## src/rtl/mem_access_serial_tracker_pkg.sv

```systemverilog
// Shared constants and types for the memory-access serial tracker.
// Default sizes: 2 D-cache MSHRs + 1 I-cache requester, pool of 4 serials.
package mem_access_serial_tracker_pkg;

  // Width of a port index. It is never zero, so a single requester still has a legal vector.
  function automatic int port_bits(input int n);
    return (n > 1) ? $clog2(n) : 1;
  endfunction

  localparam int MEM_SERIAL_TRACKER_REQ_PORT_NUM = 3;
  localparam int MEM_SERIAL_TRACKER_SERIAL_NUM   = 4;
  localparam int MEM_ACCESS_SERIAL_BIT_SIZE      = $clog2(MEM_SERIAL_TRACKER_SERIAL_NUM);
  localparam int MEM_SERIAL_TRACKER_OWNER_BIT    = port_bits(MEM_SERIAL_TRACKER_REQ_PORT_NUM);

  typedef logic [MEM_ACCESS_SERIAL_BIT_SIZE-1:0]   MemAccessSerial;
  typedef logic [MEM_SERIAL_TRACKER_OWNER_BIT-1:0] MemSerialOwner;

  typedef struct packed {
    logic          valid;
    MemSerialOwner owner;
  } MemSerialTrackerEntry;

endpackage

```

## src/rtl/mem_access_serial_tracker_if.sv

```systemverilog
// Requester/memory-side bus of the serial tracker. The tracker connects through
// the slave modport; the cache/memory environment connects through the master modport.
interface mem_access_serial_tracker_if #(
  parameter int REQ_PORT_NUM = 3,
  parameter int SERIAL_NUM   = 4
);
  localparam int SERIAL_BIT = $clog2(SERIAL_NUM);

  logic [REQ_PORT_NUM-1:0] reqValid;
  logic [REQ_PORT_NUM-1:0] reqAck;
  logic [SERIAL_BIT-1:0]   reqSerial;
  logic                    memReqValid;
  logic                    memReqReady;
  logic                    respValid;
  logic [SERIAL_BIT-1:0]   respSerial;
  logic [REQ_PORT_NUM-1:0] respPortValid;
  logic [SERIAL_BIT:0]     outstandingCount;
  logic                    full;
  logic                    protocolError;
  logic                    timeout;
  logic [SERIAL_BIT-1:0]   timeoutSerial;

  modport master (
    output reqValid, memReqReady, respValid, respSerial,
    input  reqAck, reqSerial, memReqValid, respPortValid,
           outstandingCount, full, protocolError, timeout, timeoutSerial
  );

  modport slave (
    input  reqValid, memReqReady, respValid, respSerial,
    output reqAck, reqSerial, memReqValid, respPortValid,
           outstandingCount, full, protocolError, timeout, timeoutSerial
  );

endinterface

```

## src/rtl/mem_access_serial_tracker_arbiter.sv

```systemverilog
// Combinational round-robin arbiter: the first request at or after the pointer,
// wrapping around, receives a one-hot grant.
module mem_serial_rr_arbiter
  import mem_access_serial_tracker_pkg::*;
#(
  parameter int PORT_NUM = 3,
  parameter int PTR_BIT  = port_bits(PORT_NUM)
) (
  input  logic [PORT_NUM-1:0] req_i,
  input  logic [PTR_BIT-1:0]  ptr_i,
  output logic [PORT_NUM-1:0] grant_o
);

  logic               found;
  logic [PTR_BIT-1:0] idx;

  always_comb begin
    grant_o = '0;
    found   = 1'b0;
    idx     = '0;
    for (int off = 0; off < PORT_NUM; off++) begin
      idx = PTR_BIT'((int'(ptr_i) + off) % PORT_NUM);
      if (!found && req_i[idx]) begin
        grant_o[idx] = 1'b1;
        found        = 1'b1;
      end
    end
  end

endmodule

```

## src/rtl/mem_access_serial_tracker.sv

```systemverilog
// Allocates MemAccessSerial IDs to round-robin-arbitrated requesters and routes
// memory responses back to their owners. The optional per-entry age watchdog is
// enabled by defining RSD_MEM_SERIAL_TIMEOUT_EN.
module mem_access_serial_tracker
  import mem_access_serial_tracker_pkg::*;
#(
  parameter int REQ_PORT_NUM   = MEM_SERIAL_TRACKER_REQ_PORT_NUM,
  parameter int SERIAL_NUM     = MEM_SERIAL_TRACKER_SERIAL_NUM,
  parameter int TIMEOUT_CYCLES = 1024
) (
  input logic                         clk,
  input logic                         rst,
  mem_access_serial_tracker_if.slave  bus
);

  localparam int SERIAL_BIT = $clog2(SERIAL_NUM);
  localparam int OWNER_BIT  = port_bits(REQ_PORT_NUM);
  localparam int COUNT_BIT  = SERIAL_BIT + 1;

  typedef logic [OWNER_BIT-1:0] owner_t;
  typedef struct packed {
    logic   valid;
    owner_t owner;
  } entry_t;

  entry_t [SERIAL_NUM-1:0] entry_q, entry_d;
  owner_t                  ptr_q, ptr_d;
  logic [COUNT_BIT-1:0]    count_q, count_d;
  logic                    err_q, err_d;

  logic [REQ_PORT_NUM-1:0] arb_grant;
  owner_t                  winner;
  logic [SERIAL_BIT-1:0]   free_idx;
  logic                    full;
  logic                    grant_en;
  entry_t                  resp_entry;
  logic                    resp_live;

  mem_serial_rr_arbiter #(
    .PORT_NUM (REQ_PORT_NUM),
    .PTR_BIT  (OWNER_BIT)
  ) u_arb (
    .req_i   (bus.reqValid),
    .ptr_i   (ptr_q),
    .grant_o (arb_grant)
  );

  assign full = (count_q == COUNT_BIT'(SERIAL_NUM));

  // While rst is low the combinational outputs must read as idle, even if
  // requests or responses are still being driven.
  assign grant_en   = rst && (|bus.reqValid) && !full && bus.memReqReady;
  assign resp_entry = entry_q[bus.respSerial];
  assign resp_live  = rst && bus.respValid && resp_entry.valid;

  always_comb begin
    // NOTE: every combinational signal gets a default first so no path can infer a latch.
    free_idx = '0;
    winner   = '0;
    // A serial released this cycle still reads valid here, so it cannot be re-granted until the next cycle.
    for (int i = SERIAL_NUM - 1; i >= 0; i--) begin
      if (!entry_q[i].valid) free_idx = SERIAL_BIT'(i);
    end
    for (int i = 0; i < REQ_PORT_NUM; i++) begin
      if (arb_grant[i]) winner = OWNER_BIT'(i);
    end
  end

  always_comb begin
    bus.reqAck           = grant_en ? arb_grant : '0;
    bus.reqSerial        = free_idx;
    bus.memReqValid      = grant_en;
    bus.outstandingCount = count_q;
    bus.full             = full;
    bus.protocolError    = err_q;
    for (int i = 0; i < REQ_PORT_NUM; i++) begin
      bus.respPortValid[i] = resp_live && (resp_entry.owner == OWNER_BIT'(i));
    end
  end

  always_comb begin
    entry_d = entry_q;
    ptr_d   = ptr_q;
    err_d   = err_q | (rst && bus.respValid && !resp_entry.valid);
    count_d = count_q + COUNT_BIT'(grant_en) - COUNT_BIT'(resp_live);
    if (resp_live) entry_d[bus.respSerial].valid = 1'b0;
    if (grant_en) begin
      entry_d[free_idx].valid = 1'b1;
      entry_d[free_idx].owner = winner;
      ptr_d = (winner == OWNER_BIT'(REQ_PORT_NUM - 1)) ? '0 : winner + OWNER_BIT'(1);
    end
  end

  // NOTE: the entry table is reset, unlike a data RAM: its valid bits define which serials are free.
  always_ff @(posedge clk or negedge rst) begin
    if (!rst) begin
      entry_q <= '0;
      ptr_q   <= '0;
      count_q <= '0;
      err_q   <= 1'b0;
    end else begin
      // NOTE: state registers use non-blocking assignments so every flop samples pre-edge values.
      entry_q <= entry_d;
      ptr_q   <= ptr_d;
      count_q <= count_d;
      err_q   <= err_d;
    end
  end

`ifdef RSD_MEM_SERIAL_TIMEOUT_EN
  localparam int AGE_BIT = $clog2(TIMEOUT_CYCLES) + 1;

  logic [SERIAL_NUM-1:0][AGE_BIT-1:0] age_q, age_d;
  logic                               to_q, to_d;
  logic [SERIAL_BIT-1:0]              to_serial_q, to_serial_d;
  logic                               hit;
  logic [SERIAL_BIT-1:0]              hit_idx;

  always_comb begin
    age_d       = age_q;
    to_d        = to_q;
    to_serial_d = to_serial_q;
    hit         = 1'b0;
    hit_idx     = '0;
    // Ages saturate at the limit; the entry stays live until its response arrives.
    for (int i = 0; i < SERIAL_NUM; i++) begin
      if (entry_q[i].valid && age_q[i] != AGE_BIT'(TIMEOUT_CYCLES)) age_d[i] = age_q[i] + AGE_BIT'(1);
    end
    for (int i = SERIAL_NUM - 1; i >= 0; i--) begin
      if (entry_q[i].valid && age_q[i] == AGE_BIT'(TIMEOUT_CYCLES)) begin
        hit     = 1'b1;
        hit_idx = SERIAL_BIT'(i);
      end
    end
    if (grant_en) age_d[free_idx] = '0;
    if (hit && !to_q) begin
      to_d        = 1'b1;
      to_serial_d = hit_idx;
    end
  end

  always_ff @(posedge clk or negedge rst) begin
    if (!rst) begin
      age_q       <= '0;
      to_q        <= 1'b0;
      to_serial_q <= '0;
    end else begin
      age_q       <= age_d;
      to_q        <= to_d;
      to_serial_q <= to_serial_d;
    end
  end

  assign bus.timeout       = to_q;
  assign bus.timeoutSerial = to_serial_q;
`else
  logic unused_timeout_cfg;
  assign unused_timeout_cfg = ^TIMEOUT_CYCLES;
  assign bus.timeout        = 1'b0;
  assign bus.timeoutSerial  = '0;
`endif

endmodule
```

## src/flat_wrapper.sv

```systemverilog
// flat-port wrapper written by rule: the top's interface ports become plain ports
module mem_access_serial_tracker_flat import mem_access_serial_tracker_pkg::*;
#(
  parameter int REQ_PORT_NUM   = MEM_SERIAL_TRACKER_REQ_PORT_NUM,
  parameter int SERIAL_NUM     = MEM_SERIAL_TRACKER_SERIAL_NUM,
  parameter int TIMEOUT_CYCLES = 1024
)
  (clk, rst, bus_reqValid, bus_memReqReady, bus_respValid, bus_respSerial, bus_reqAck, bus_reqSerial, bus_memReqValid, bus_respPortValid, bus_outstandingCount, bus_full, bus_protocolError, bus_timeout, bus_timeoutSerial);
  mem_access_serial_tracker_if #(.REQ_PORT_NUM(REQ_PORT_NUM), .SERIAL_NUM(SERIAL_NUM)) bus_i ();
  input logic clk;
  input logic rst;
  input wire logic [$bits(bus_i.reqValid)-1:0] bus_reqValid;
  input wire logic [$bits(bus_i.memReqReady)-1:0] bus_memReqReady;
  input wire logic [$bits(bus_i.respValid)-1:0] bus_respValid;
  input wire logic [$bits(bus_i.respSerial)-1:0] bus_respSerial;
  output wire logic [$bits(bus_i.reqAck)-1:0] bus_reqAck;
  output wire logic [$bits(bus_i.reqSerial)-1:0] bus_reqSerial;
  output wire logic [$bits(bus_i.memReqValid)-1:0] bus_memReqValid;
  output wire logic [$bits(bus_i.respPortValid)-1:0] bus_respPortValid;
  output wire logic [$bits(bus_i.outstandingCount)-1:0] bus_outstandingCount;
  output wire logic [$bits(bus_i.full)-1:0] bus_full;
  output wire logic [$bits(bus_i.protocolError)-1:0] bus_protocolError;
  output wire logic [$bits(bus_i.timeout)-1:0] bus_timeout;
  output wire logic [$bits(bus_i.timeoutSerial)-1:0] bus_timeoutSerial;
  assign bus_i.reqValid = bus_reqValid;
  assign bus_i.memReqReady = bus_memReqReady;
  assign bus_i.respValid = bus_respValid;
  assign bus_i.respSerial = bus_respSerial;
  assign bus_reqAck = bus_i.reqAck;
  assign bus_reqSerial = bus_i.reqSerial;
  assign bus_memReqValid = bus_i.memReqValid;
  assign bus_respPortValid = bus_i.respPortValid;
  assign bus_outstandingCount = bus_i.outstandingCount;
  assign bus_full = bus_i.full;
  assign bus_protocolError = bus_i.protocolError;
  assign bus_timeout = bus_i.timeout;
  assign bus_timeoutSerial = bus_i.timeoutSerial;
  mem_access_serial_tracker #(.REQ_PORT_NUM(REQ_PORT_NUM), .SERIAL_NUM(SERIAL_NUM), .TIMEOUT_CYCLES(TIMEOUT_CYCLES)) u_core (.clk(clk), .rst(rst), .bus(bus_i));
endmodule
```

## config.mk

```make
export PLATFORM = sky130hd
export DESIGN_NAME = mem_access_serial_tracker_flat
export DESIGN_NICKNAME = d
export VERILOG_FILES = /design/src/rtl/mem_access_serial_tracker_pkg.sv /design/src/rtl/mem_access_serial_tracker_if.sv /design/src/rtl/mem_access_serial_tracker_arbiter.sv /design/src/rtl/mem_access_serial_tracker.sv /design/src/flat_wrapper.sv
export SDC_FILE = /design/constraint.sdc
export NUM_CORES = 1
export LEC_CHECK = 0
export CORE_AREA = 2 2 53 55
export CTS_CLUSTER_SIZE = 16
export DETAILED_ROUTE_END_ITERATION = 6
export DIE_AREA = 0 0 55 57
export PLACE_DENSITY = 0.75
export SYNTH_ARGS = -nofsm -noshare
export SYNTH_HDL_FRONTEND = slang
export SYNTH_SLANG_ARGS = --single-unit
```

## constraint.sdc

```tcl
create_clock -name clk -period 3.83 [get_ports clk]
set_input_delay 0.766 -clock clk [delete_from_list [all_inputs] [get_ports clk]]
set_output_delay 0.766 -clock clk [all_outputs]
set_load 0.02 [all_outputs]
```

==> impl_metrics.tcl <==
set metrics [dict create \
    cp_max_fo 6 \
    grt_pass1_vias 991 \
    yosysTopAreaCell "dfrtp_1" \
    synth-xor-area-share_pct 1.41 \
    cpPeakStageDelay_ns 0.60 \
    area_growth_pct 20.6 \
    cts.path.max_buffers 2 \
    pwr-share-clk_pct 8.6 \
    fin_skew_ns 0.00377 \
    cts-root-buf "clkbuf_4" \
    final_nets 167 \
    layout-drive-gt1-share_pct 11.4 \
    fin_tns_setup_ns 0 \
    min_path_type "reg -> reg" \
    grt_antenna_before_repair 0 \
    grt_max_degree 22 \
    setup_ws_ns 0.153 \
    final_cells 180 \
    leakagePower_nw 0.693 \
    syn_area_per_cell_um2 9.81 \
    crit_start "bus_reqValid[2]" \
    io_buffers 22 \
    rows 19 \
    min_to "u_core.entry_q[9]" \
    p_switching_mw 0.489 \
    dr.pass1.iters 4 \
    endpoint_kind "output port" \
    intPower_mw 0.603 \
    cp.required_ns 3.06 \
    cts_hold_buf 0 \
    power_density_nw_per_um2 727 \
    synth_simple_gate_area_share_pct 17.6 \
    fmax_mhz 272 \
    finalSetupViolations 0 \
    cts_num_sinks 18 \
    clock_latency_ns 0.30 \
    hold_depth 2 \
    antenna_cells 0 \
    synth_area_leaders "dfrtp_1, ha_1, nand2_1, mux4_2, inv_1" \
    synth-compound-area-share_pct 16.1 \
    seqPwrFrac_pct 31.2 \
    routed_wl_um 2790 \
    place_area_um2 1470 \
    coreArea_um2 2620 \
    hp-start "u_core.entry_q[9]" \
    die_area_um2 3140 \
    synthAdderAreaFrac_pct 7.63 \
    synth_seq_cells 18 \
    crit_top_cell "clkdlybuf4s50_1" \
    synth_top_family_by_area "simple AND/OR/NAND/NOR gates" \
    post-dp-hpwl_um 2100 \
    power_mw 1.09 \
    drt_iter0_drc 22 \
    gp_congestion 0.842 \
    period_share_pct 96.0 \
    gr-total-overflow 0 \
    p_sw_share_pct 44.8 \
    cts_tree "built" \
    ys_warn_count 0 \
    grt_use_total_pct 20.6 \
    maxCapViolCount 0 \
    finalMaxSlewViolations 0 \
    ios 26 \
    period_needed_ns 3.68 \
    synth_area_um2 1250 \
    wl_per_cell_um 15.5 \
    timing.critical_path.cells "clkdlybuf4s50_1 > nand2_1 > o21ai_0 > a2111oi_2 > a221o_1 > and2_1 > clkdlybuf4s50_1" \
    die_x_um 55 \
    detail-route-antenna-nets 0 \
    drc_errors 0 \
    outcome "completed" \
    comb_power_share_pct 60.2 \
    postCtsSetupBuffers 0 \
    slowest_stage "clkdlybuf4s50_1" \
    floorplan.initialDensity_pct 47.7 \
    grt_pass1_wl_um 4690 \
    die_height_um 57 \
    synth_cells 127 \
    synthMuxAreaShare_pct 10.9 \
    cp.arrival_ns 2.91 \
    dp_slack_ns 0.0900 \
    r2r_start "u_core.entry_q[8]" \
    dp_cells 177 \
    htreeDepth 1 \
    fin_area_um2 1500 \
    hold_viol 0 \
    crit_family "buffers and inverters" \
    cts_buffers 3 \
    critPathBufInv 2 \
    rr_worst_depth 9 \
    layout_commonest_cell "clkdlybuf4s50_1" \
    path_clk_slew_ns 0.09 \
    timing.hold.ws_ns 0.488 \
    rsz0062_at_grt "false" \
    post-route-util_pct 57.5 \
    synth_top_area_share_pct 36.1 \
    critical_path_class "in -> out" \
    irDropWorstVdd_v 0.000446 \
    num_vias 1036 \
    r2r_slack_ns 1.35 \
    vias_per_cell 5.76 \
    postCtsResizedCells 0 \
    cp-start-kind "input pin" \
    seq_area_frac_synth_pct 36.1 \
    r2r_end "u_core.bus.outstandingCount[2]" \
    final_cell_mix "clkdlybuf4s50_1, nand2_1, dfrtp_1, inv_1" \
    synth.distinct_cells 40 \
]
==> synthesized netlist by cell type, drive strengths merged <==
cell     instances
and2             1
a2111oi          1
or2b             1
o211ai           2
o31ai            7
mux4             3
xnor2            2
o21ai            6
mux2             4
nor2             4
inv             12
dfrtp           18
clkinv           1
nand3            4
nand2           19
fa               1
conb             1
a221o            2
and4             1
o2111ai          1
mux2i            2
a22oi            1
nor3b            3
nand4b           1
buf              8
nand3b           2
or3              1
a21oi            2
a31oi            1
o22ai            2
o21bai           1
a21boi           2
ha               6
nand2b           1
nor3             3
==> layer usage <==
layer / track usage, % / share of wire (%) / vias to the layer above
met4: 7.32 / 1.4 / 0
met3: 3.14 / 3.4 / 5
met2: 36.4 / 54 / 20
met1: 24.7 / 41 / 521
li1: - / - / 490
met5: 0 / 0 / -
==> final cells by class <==
| cell class | instances | area (um2) |
|---|---|---|
| clock buffer | 3 | 22.5 |
| sequential | 18 | 450 |
| inverter | 13 | 61.3 |
| tap | 31 | 38.8 |
| fill | 238 | 1110 |
| timing repair buffer | 25 | 245 |
| multi-input combinational | 90 | 684 |
==> power by group through the flow <==
stage / clock network, mW / logic [mW] / registers [mW]
3_5_place_dp: 0 / 0.649 / 0.342
6_report: 0.0944 / 0.657 / 0.340
3_3_place_gp: 0 / 0.619 / 0.336
5_1_grt: 0.108 / 0.721 / 0.354
2_1_floorplan: 0 / 0.454 / 0.344
4_1_cts: 0.0973 / 0.651 / 0.339
==> tightest hold or removal path: stages, from the launching register on <==
cell	delay (ns)
dfrtp_1	0.35
nand2_1	0.06
o31ai_2	0.05
==> kinds of logic after synthesis <==
logic type | after synthesis
AOI/OAI and AO/OA | 28
xor gates and xnor gates | 2
adders and majority gates | 7
buffers and inverters | 21
DFF | 18
muxes | 9
other | 1
and+or+nand+nor | 41
==> state kept, by name, indices dropped and copies added, names as in the netlist <==
signal and cells:
u_core.bus.outstandingCount 3, u_core.entry_q 12, u_core.bus.protocolError 1, u_core.ptr_q 2
==> worst max-delay path by stage <==
stage	endpoint	slack, ns	depth (start not counted)
final	bus_reqAck[2]	0.15	7
after CTS	bus_reqAck[0]	0.08	7
after floorplan	u_core.bus.outstandingCount[2]	0.98	10
after global placement	bus_reqAck[2]	0.18	7
after detailed placement	bus_reqAck[0]	0.09	7
after global routing	bus_reqAck[2]	0.01	8
No activity file was read; power rests on OpenSTA's default activity.
